--- src/rtl/mrhy4_s2p_decoder.sv ---
// Serial-to-parallel decoder for the mrHY4 radix-4 digit stream (LSD first).
// Each frame of NDIG digits becomes one signed word on a valid/ready output.
module mrhy4_s2p_decoder #(
  parameter int NDIG = 8,
  parameter int W    = 2*NDIG+1
) (
  input  logic                clk,
  input  logic                rst,
  input  logic                in_valid,
  input  logic                in_sof,
  input  logic                in_n2,
  input  logic                in_p,
  input  logic                in_pp,
  output logic                out_valid,
  input  logic                out_ready,
  output logic signed [W-1:0] out_data,
  output logic                frame_err,
  output logic                overrun
);

  localparam int CW = (NDIG > 1) ? $clog2(NDIG) : 1;
  localparam logic [CW-1:0] LAST = CW'(NDIG-1);

  logic [CW-1:0]       cnt_reg, cnt_next;
  logic signed [W-1:0] acc_reg, acc_next;
  logic signed [W-1:0] data_reg, data_next;
  logic                valid_reg, valid_next;
  logic                err_reg, err_next;
  logic                ovr_reg, ovr_next;

  logic [2:0]          digit;
  logic signed [W-1:0] digit_ext;
  logic signed [W-1:0] weighted [NDIG];
  logic signed [W-1:0] word;
  logic                complete;
  logic                consume;

  // d = p + pp - 2*n2, computed modulo 8 and read as a signed 3-bit value
  assign digit     = 3'(in_p) + 3'(in_pp) - {1'b0, in_n2, 1'b0};
  assign digit_ext = {{(W-3){digit[2]}}, digit};
  assign consume   = valid_reg & out_ready;

  genvar gi;
  generate
    for (gi = 0; gi < NDIG; gi++) begin : g_weight
      assign weighted[gi] = digit_ext <<< (2*gi);
    end
  endgenerate

  always_comb begin
    cnt_next   = cnt_reg;
    acc_next   = acc_reg;
    data_next  = data_reg;
    valid_next = valid_reg;
    ovr_next   = ovr_reg;
    err_next   = 1'b0;
    complete   = 1'b0;
    word       = acc_reg + weighted[cnt_reg];

    if (in_valid) begin
      if (in_sof) begin
        // A new sof abandons any partial frame in progress
        err_next = (cnt_reg != '0);
        if (NDIG == 1) begin
          complete = 1'b1;
          word     = digit_ext;
        end else begin
          acc_next = digit_ext;
          cnt_next = CW'(1);
        end
      end else if (cnt_reg == '0) begin
        err_next = 1'b1;
      end else if (cnt_reg == LAST) begin
        complete = 1'b1;
        cnt_next = '0;
        acc_next = '0;
      end else begin
        acc_next = word;
        cnt_next = cnt_reg + CW'(1);
      end
    end

    if (complete) begin
      data_next  = word;
      valid_next = 1'b1;
      if (valid_reg && !out_ready)
        ovr_next = 1'b1;
    end else if (consume) begin
      valid_next = 1'b0;
    end
  end

  always_ff @(posedge clk) begin
    if (rst) begin
      cnt_reg   <= '0;
      acc_reg   <= '0;
      data_reg  <= '0;
      valid_reg <= 1'b0;
      err_reg   <= 1'b0;
      ovr_reg   <= 1'b0;
    end else begin
      cnt_reg   <= cnt_next;
      acc_reg   <= acc_next;
      data_reg  <= data_next;
      valid_reg <= valid_next;
      err_reg   <= err_next;
      ovr_reg   <= ovr_next;
    end
  end

  assign out_valid = valid_reg;
  assign out_data  = data_reg;
  assign frame_err = err_reg;
  assign overrun   = ovr_reg;

endmodule

--- config.mk ---
export PLATFORM = sky130hd
export DESIGN_NAME = mrhy4_s2p_decoder
export DESIGN_NICKNAME = d
export VERILOG_FILES = /design/src/rtl/mrhy4_s2p_decoder.sv
export SDC_FILE = /design/constraint.sdc
export NUM_CORES = 1
export LEC_CHECK = 0
export CORE_MARGIN = 1.5
export CORE_UTILIZATION = 50
export DETAILED_ROUTE_END_ITERATION = 7
export PLACE_DENSITY = 0.72
export SETUP_SLACK_MARGIN = 0.5
export SLEW_MARGIN = 20
export SYNTH_ARGS = -nofsm -noshare
export SYNTH_HDL_FRONTEND = slang
export SYNTH_SLANG_ARGS = --single-unit
--- constraint.sdc ---
create_clock -name clk -period 8.2 [get_ports clk]
set_clock_uncertainty 0.15 [all_clocks]
set_input_delay 1.64 -clock clk [delete_from_list [all_inputs] [get_ports clk]]
set_output_delay 1.64 -clock clk [all_outputs]
set_load 0.01 [all_outputs]
==> impl_metrics.csv, run 1 <==
group,metric,value,unit
yosys,synth_edf_count,0,
drt,drc_errors,0,
yosys,yosysSeqAreaShare,31.2,%
critical_path,end_kind,"register",
clocking,cts.repair.resized,0,
pwr,share_comb_of_total_power,28.5,%
die,die-area,5570,um^2
yosys,yosys-top-cells-count,"a21oi_1, nand2_1, dfxtp_1",
yosys,syn_avg_cell_area,7.66,um^2
clocking,cts_tree,"done",
drt,wirelength,6350,um
yosys,synth_nets,366,
die,start_util,53.0,%
clocking,htree_levels,2,
grt,grt_pass1_vias,2118,
critical_path,crit_path_start_kind,"input port",
pwr,power_density,175,nW/um^2
yosys,synth_most_common_cell,"a21oi_1",
timing,finalCritPeriodShare,57.4,%
yosys,yosys.area.top_type,"dfxtp_1",
timing,tns,0,ns
yosys,synthTopCellsByArea,"dfxtp_1, ha_1, a21oi_1",
yosys,yosysWarnings,0,
critical_path,cp_cell_sequence,"clkdlybuf4s50_1 -> ha_1 -> inv_1 -> ha_1 -> nor2b_1 -> a21oi_1 -> nor3_1 -> ha_1 -> a21o_1 -> nand3_1 -> nand2_1 -> a21oi_1 -> o311a_1 -> mux2i_1 -> a21o_1",
pwr,intPower,0.000350,W
pwr,seq_power_share,40.8,%
placed_design,io_buffers,27,
placed_design,gp_congestion,0.988,
yosys,synth_top_area_share,31.2,%
yosys,netlist_area,2570,um^2
clocking,clk-insertion-delay-late,0.29,ns
timing,tightestPinTransition,0.820,ns
critical_path,crit_fanout,10,
final_layout,layout.nets,382,
die,rows,25,
timing,rsz0062_at_grt,"no",
critical_path,crit_type,"in -> reg",
final_layout,fin_util,61.2,%
critical_path,slowest_delay,0.40,ns
drt,drtIter0Drc,160,
die,dieWidth,74.7,um
drt,dr.pass1.iters,4,
pwr,vdd_drop_max,0.000147,V
pwr,power_frac_clock,30.7,%
yosys,synth_cell_types,42,
yosys,ys.flop_type,"dfxtp_1",
drt,vias,2388,
pwr,sw_frac_of_total,32.4,%
final_layout,layout-drive-gt1-share,6.25,%
timing,fmax,212,MHz
placed_design,hpwl,4520,um
critical_path,cp.arrival,4.80,ns
yosys,ys_ff_latch,40,
pwr,power_leakage,1.12,nW
drt,wire_per_inst,15.2,um
yosys,synthCells,335,
yosys,synth-async-reset-ratio,0,%
clocking,clkSinkCount,40,
timing,setup_ws,3.49,ns
timing,hold_viol_final,0,
clocking,path_clk_slew,0.08,ns
drt,route.antenna.remaining_nets,0,
final_layout,area_delta_synth_final,15.6,%
drt,vias_per_cell,5.70,
timing,post-route-min-period,4.71,ns
grt,overflow,0,
grt,gr-usage-all-layers,24.6,%
die,pin_count,28,
run,max_cap_violations,0,
critical_path,cp.required,8.29,ns
critical_path,cpMaxStageDelayCell,"clkdlybuf4s50_1",
status,status,"finished, final reports clean",
clocking,postCtsHoldBufs,0,
critical_path,critPathMostFrequentCell,"ha_1",
die,die-height,74.7,um
clocking,cts_made_buffers,5,
die,coreArea,4850,um^2
pwr,power.switching,0.000168,W
grt,grt_first_pass_wirelength,10300,um
timing,slew_headroom,45.3,%
hold_path,holdCritPathClass,"reg -> reg",
clocking,clockBufferDepth,2,
grt,antenna_found_initial,0,
grt,grt_start_max_net_pins,46,
final_layout,n_antenna_cell,0,
clocking,clock-root-buffer,"clkbuf_8",
timing,drv_slew,0,
placed_design,pre_cts_slack,3.27,ns
timing,setup_violations,0,
clocking,cts_setup_buffers,0,
[cells by family (layout without fill, tap and decap cells)]
kind of cell | after synthesis | in the layout | share of synthesized area, %
multiplexers | 1 | 1 | 0.390
flip-flops | 40 | 40 | 31.2
adder cells (fa/ha/maj) | 23 | 23 | 11.5
XOR/XNOR | 15 | 15 | 5.12
AND/OR/NAND/NOR | 133 | 133 | 24.0
AO/OA/AOI/OAI | 94 | 94 | 23.2
buffers and inverters | 29 | 46 | 4.58
[cell usage in the layout (no fill, tap or decap), types with 2 or more instances in the layout]
master            n
a21oi_2           2
dfxtp_1          40
nand2b_1          3
o21ai_0          14
nand3b_1          5
nand3_1          11
buf_4             4
a2111oi_2         2
nand2_1          44
o21ai_1           2
a211oi_1          2
nor3b_1           3
a21o_1            2
nor4_1            2
nor3_1           16
nor2_1           37
o211ai_1          2
xor2_1            8
nand4_1           2
clkbuf_8          5
or3_1             2
a31o_2            2
xnor2_1           7
o31ai_1           4
ha_1             22
nand4b_1          2
nor2b_1           5
inv_1             7
a31oi_1           3
a21oi_1          50
clkdlybuf4s50_1  27
[final timing paths]
check / startpoint / to / slack, ns / cells after the start
hold reg to reg: out_data[12]$_SDFFE_PP0P_ / out_data[12]$_SDFFE_PP0P_ / 0.30 / 2
setup reg to reg: cnt_reg[0]$_SDFFE_PP0P_ / acc_reg[16]$_SDFFE_PP0P_ / 5.07 / 10
hold / removal: out_data[12]$_SDFFE_PP0P_ / out_data[12]$_SDFFE_PP0P_ / 0.30 / 2
setup / recovery: in_p / acc_reg[14]$_SDFFE_PP0P_ / 3.49 / 15
[critical path: cells and delay by family]
| kind | cells | cell delay [ns] |
|---|---|---|
| compound gates | 5 | 1.04 |
| fa+ha+maj | 3 | 0.85 |
| buf+inv | 2 | 0.45 |
| mux | 1 | 0.21 |
| simple gates | 4 | 0.61 |
[metrics by stage]
| stage | instances | total power, W | hold WS (ns) | cell area (um^2) |
|---|---|---|---|---|
| 6_report | 419 | 0.000518 | 0.302 | 2970 |
| 5_1_grt | 419 | 0.000546 | 0.330 | 2970 |
| 4_1_cts | 419 | 0.000521 | 0.303 | 2970 |
| 3_5_place_dp | 411 | 0.000361 | 0.294 | 2860 |
| 3_3_place_gp | 411 | 0.000358 | 0.290 | 2860 |
| 2_1_floorplan | 335 | 0.000327 | 0.323 | 2570 |
[power groups by stage]
stage / Clock, W / Combinational, W / Sequential (W)
floorplan: 0 / 0.000114 / 0.000213
global placement: 0 / 0.000143 / 0.000216
detailed placement: 0 / 0.000145 / 0.000216
CTS: 0.000164 / 0.000146 / 0.000211
global route: 0.000169 / 0.000164 / 0.000213
finish: 0.000159 / 0.000148 / 0.000211
[area by class of cell]
class / instances / area, um^2
clock buffers: 6 / 72.6
clock inverters: 2 / 35.0
fillers: 463 / 1880
inverters: 7 / 26.3
multi-input cells: 266 / 1650
flip-flops and latches: 40 / 801
well taps: 67 / 83.8
repair buffers: 31 / 300
[metal layers]
metal	GRT usage [%]	vias to the layer above	routed length, um
met3	5.09	18	320
li1	-	1210	-
met1	33.4	1093	2910
met2	37.1	67	2930
met5	0	-	0
met4	12.3	0	187
(Power assumes the default switching activity.)
==> inputs of run 2 (changes only) <==
--- a/config.mk
+++ b/config.mk
@@ -8,7 +8,7 @@
 export CORE_MARGIN = 1.5
 export CORE_UTILIZATION = 50
 export DETAILED_ROUTE_END_ITERATION = 7
-export PLACE_DENSITY = 0.72
+export PLACE_DENSITY = 0.75
 export SETUP_SLACK_MARGIN = 0.5
 export SLEW_MARGIN = 20
 export SYNTH_ARGS = -nofsm -noshare
==> constraint.sdc (replaced) <==
create_clock -name clk -period 4 [get_ports clk]
set_clock_uncertainty 0.15 [all_clocks]
set_input_delay 0.8 -clock clk [delete_from_list [all_inputs] [get_ports clk]]
set_output_delay 0.8 -clock clk [all_outputs]
set_load 0.01 [all_outputs]
==> run 2 against run 1 <==
Global-route usage increased by 2.3 points. Non-clock buffer count increased by 19. Clock power increased by 81%. Highest routed layer unchanged. Largest power group unchanged. Critical endpoint is now acc_reg[12]$_SDFFE_PP0P_. Cell count increased by 4.5%. Register-to-register slack got worse by 4.3 ns.
==> impl_metrics.csv, run 2 (synthesized netlist as in run 1, its figures left out) <==
group,metric,value,unit
status,status,"finished, final reports clean",
timing,rsz0062_at_grt,"no",
timing,setup_violations,0,
final_layout,layout-drive-gt1-share,17.5,%
timing,tns,0,ns
clocking,path_clk_slew,0.08,ns
die,coreArea,4850,um^2
timing,hold_viol_final,0,
placed_design,postPlaceCellArea,2960,um^2
critical_path,cp_cell_sequence,"clkdlybuf4s15_1 -> ha_4 -> inv_1 -> ha_4 -> inv_1 -> buf_4 -> nand3_1 -> a21oi_1 -> ha_2 -> nand2_1 -> o221a_4 -> o21bai_1 -> xor2_1 -> a21oi_1 -> nor3_1",
critical_path,crit_type,"in -> reg",
clocking,clk-insertion-delay-late,0.30,ns
placed_design,hpwl,4950,um
drt,vias,2549,
critical_path,cpMaxStageDelayCell,"ha_2",
clocking,htree_levels,2,
final_layout,layout.nets,401,
drt,wire_per_inst,16.2,um
final_layout,n_antenna_cell,0,
timing,tightestPinTransition,0.908,ns
timing,fmax,299,MHz
critical_path,end_kind,"register",
critical_path,crit_path_start_kind,"input port",
die,start_util,53.0,%
hold_path,holdCritPathClass,"reg -> reg",
die,pin_count,28,
drt,wirelength,7110,um
final_layout,final_common_cell,"a21oi_1",
grt,gr-usage-all-layers,26.9,%
grt,grt_start_max_net_pins,25,
drt,drc_errors,0,
critical_path,reg2reg_from,"cnt_reg[1]$_SDFFE_PP0P_",
die,dieWidth,74.7,um
timing,drv_slew,0,
clocking,postCtsHoldBufs,0,
clocking,clkSinkCount,40,
critical_path,critPathBufInv,4,
critical_path,crit_fanout,6,
die,rows,25,
critical_path,reg2reg_slack,0.79,ns
timing,slew_headroom,39.3,%
final_layout,final_cells,438,
critical_path,ff2ff_path_depth,10,
clocking,cts_tree,"done",
pwr,power_density,339,nW/um^2
critical_path,slowest_delay,0.44,ns
final_layout,final_cell_mix,"a21oi_1, nand2_1, dfxtp_1",
clocking,clock-root-buffer,"clkbuf_8",
timing,finalCritPeriodShare,83.5,%
critical_path,cp.arrival,3.40,ns
hold_path,worstHoldStart,"out_data[1]$_SDFFE_PP0P_",
grt,overflow,0,
final_layout,area_delta_synth_final,26.2,%
drt,vias_per_cell,5.82,
grt,antenna_found_initial,0,
pwr,power_leakage,1.23,nW
drt,drtIter0Drc,161,
clocking,clockBufferDepth,2,
grt,grt_first_pass_wirelength,11500,um
grt,grt_pass1_vias,2455,
run,max_cap_violations,0,
critical_path,r2r_end,"acc_reg[12]$_SDFFE_PP0P_",
die,die-height,74.7,um
die,die-area,5570,um^2
hold_path,hold_end,"out_data[1]$_SDFFE_PP0P_",
pwr,vdd_drop_max,0.000162,V
placed_design,gp_congestion,0.953,
hold_path,hold_depth,2,
timing,post-route-min-period,3.34,ns
critical_path,path_delay_family,"adder cells",
critical_path,cp.required,4.06,ns
final_layout,design_area,3240,um^2
drt,route.antenna.remaining_nets,0,
drt,dr.pass1.iters,4,
clocking,cts_made_buffers,5,
placed_design,io_buffers,27,
placed_design,dpl.cell_count,424,
-- run 2: through the flow --
stage	util [%]	hold slack (ns)	setup slack, ns	power [W]
final	66.8	0.309	0.659	0.00110
after global routing	66.8	0.335	0.441	0.00116
after CTS	66.1	0.312	0.578	0.00109
after detailed placement	61.0	0.300	-0.172	0.000762
after global placement	61.0	0.294	-0.0461	0.000755
after floorplan	-	0.323	0.613	0.000670
-- run 2: power by group --
part	total [W]	internal (W)	switching, W
Sequential	0.000437	0.000417	0.0000192
Combinational	0.000373	0.000160	0.000213
Clock	0.000288	0.000140	0.000148
Total	0.00110	0.000718	0.000380
-- run 2: worst min-delay path, delay by kind of cell, from the launching register on --
family / cells / cell delay [ns]
flip-flops: 1 / 0.31
AND/OR/NAND/NOR: 1 / 0.05
AO/OA/AOI/OAI: 1 / 0.05
-- run 2: cell type report --
type,count,area (um^2)
multi-input cells,266,1790
fillers,421,1610
flip-flops and latches,40,801
repair buffers,50,440
clock buffers,7,86.3
well taps,67,83.8
inverters,7,26.3
clock inverters,1,7.51
-- run 2: worst max-delay path by stage --
stage	startpoint	end	slack [ns]	depth (start not counted)
floorplan	in_p	acc_reg[12]$_SDFFE_PP0P_	0.61	15
global placement	in_p	acc_reg[9]$_SDFFE_PP0P_	-0.05	12
detailed placement	in_pp	acc_reg[13]$_SDFFE_PP0P_	-0.17	13
CTS	in_n2	acc_reg[13]$_SDFFE_PP0P_	0.58	14
global route	in_pp	acc_reg[15]$_SDFFE_PP0P_	0.44	15
finish	in_pp	acc_reg[12]$_SDFFE_PP0P_	0.66	15
-- run 2: metal layers --
metal  share of wire [%]  track usage (%)
met5                   0                0
met4                 4.5             15.2
met3                 5.5             4.69
met2                  48             43.4
met1                  42             34.1
-- run 2: repair_timing --
item / 4_1_cts / 5_1_grt
gates resized for setup: 24 / 13
pin swaps: 13 / 12
setup buffers: 6 / 0
endpoints found under the setup margin: 24 / 11
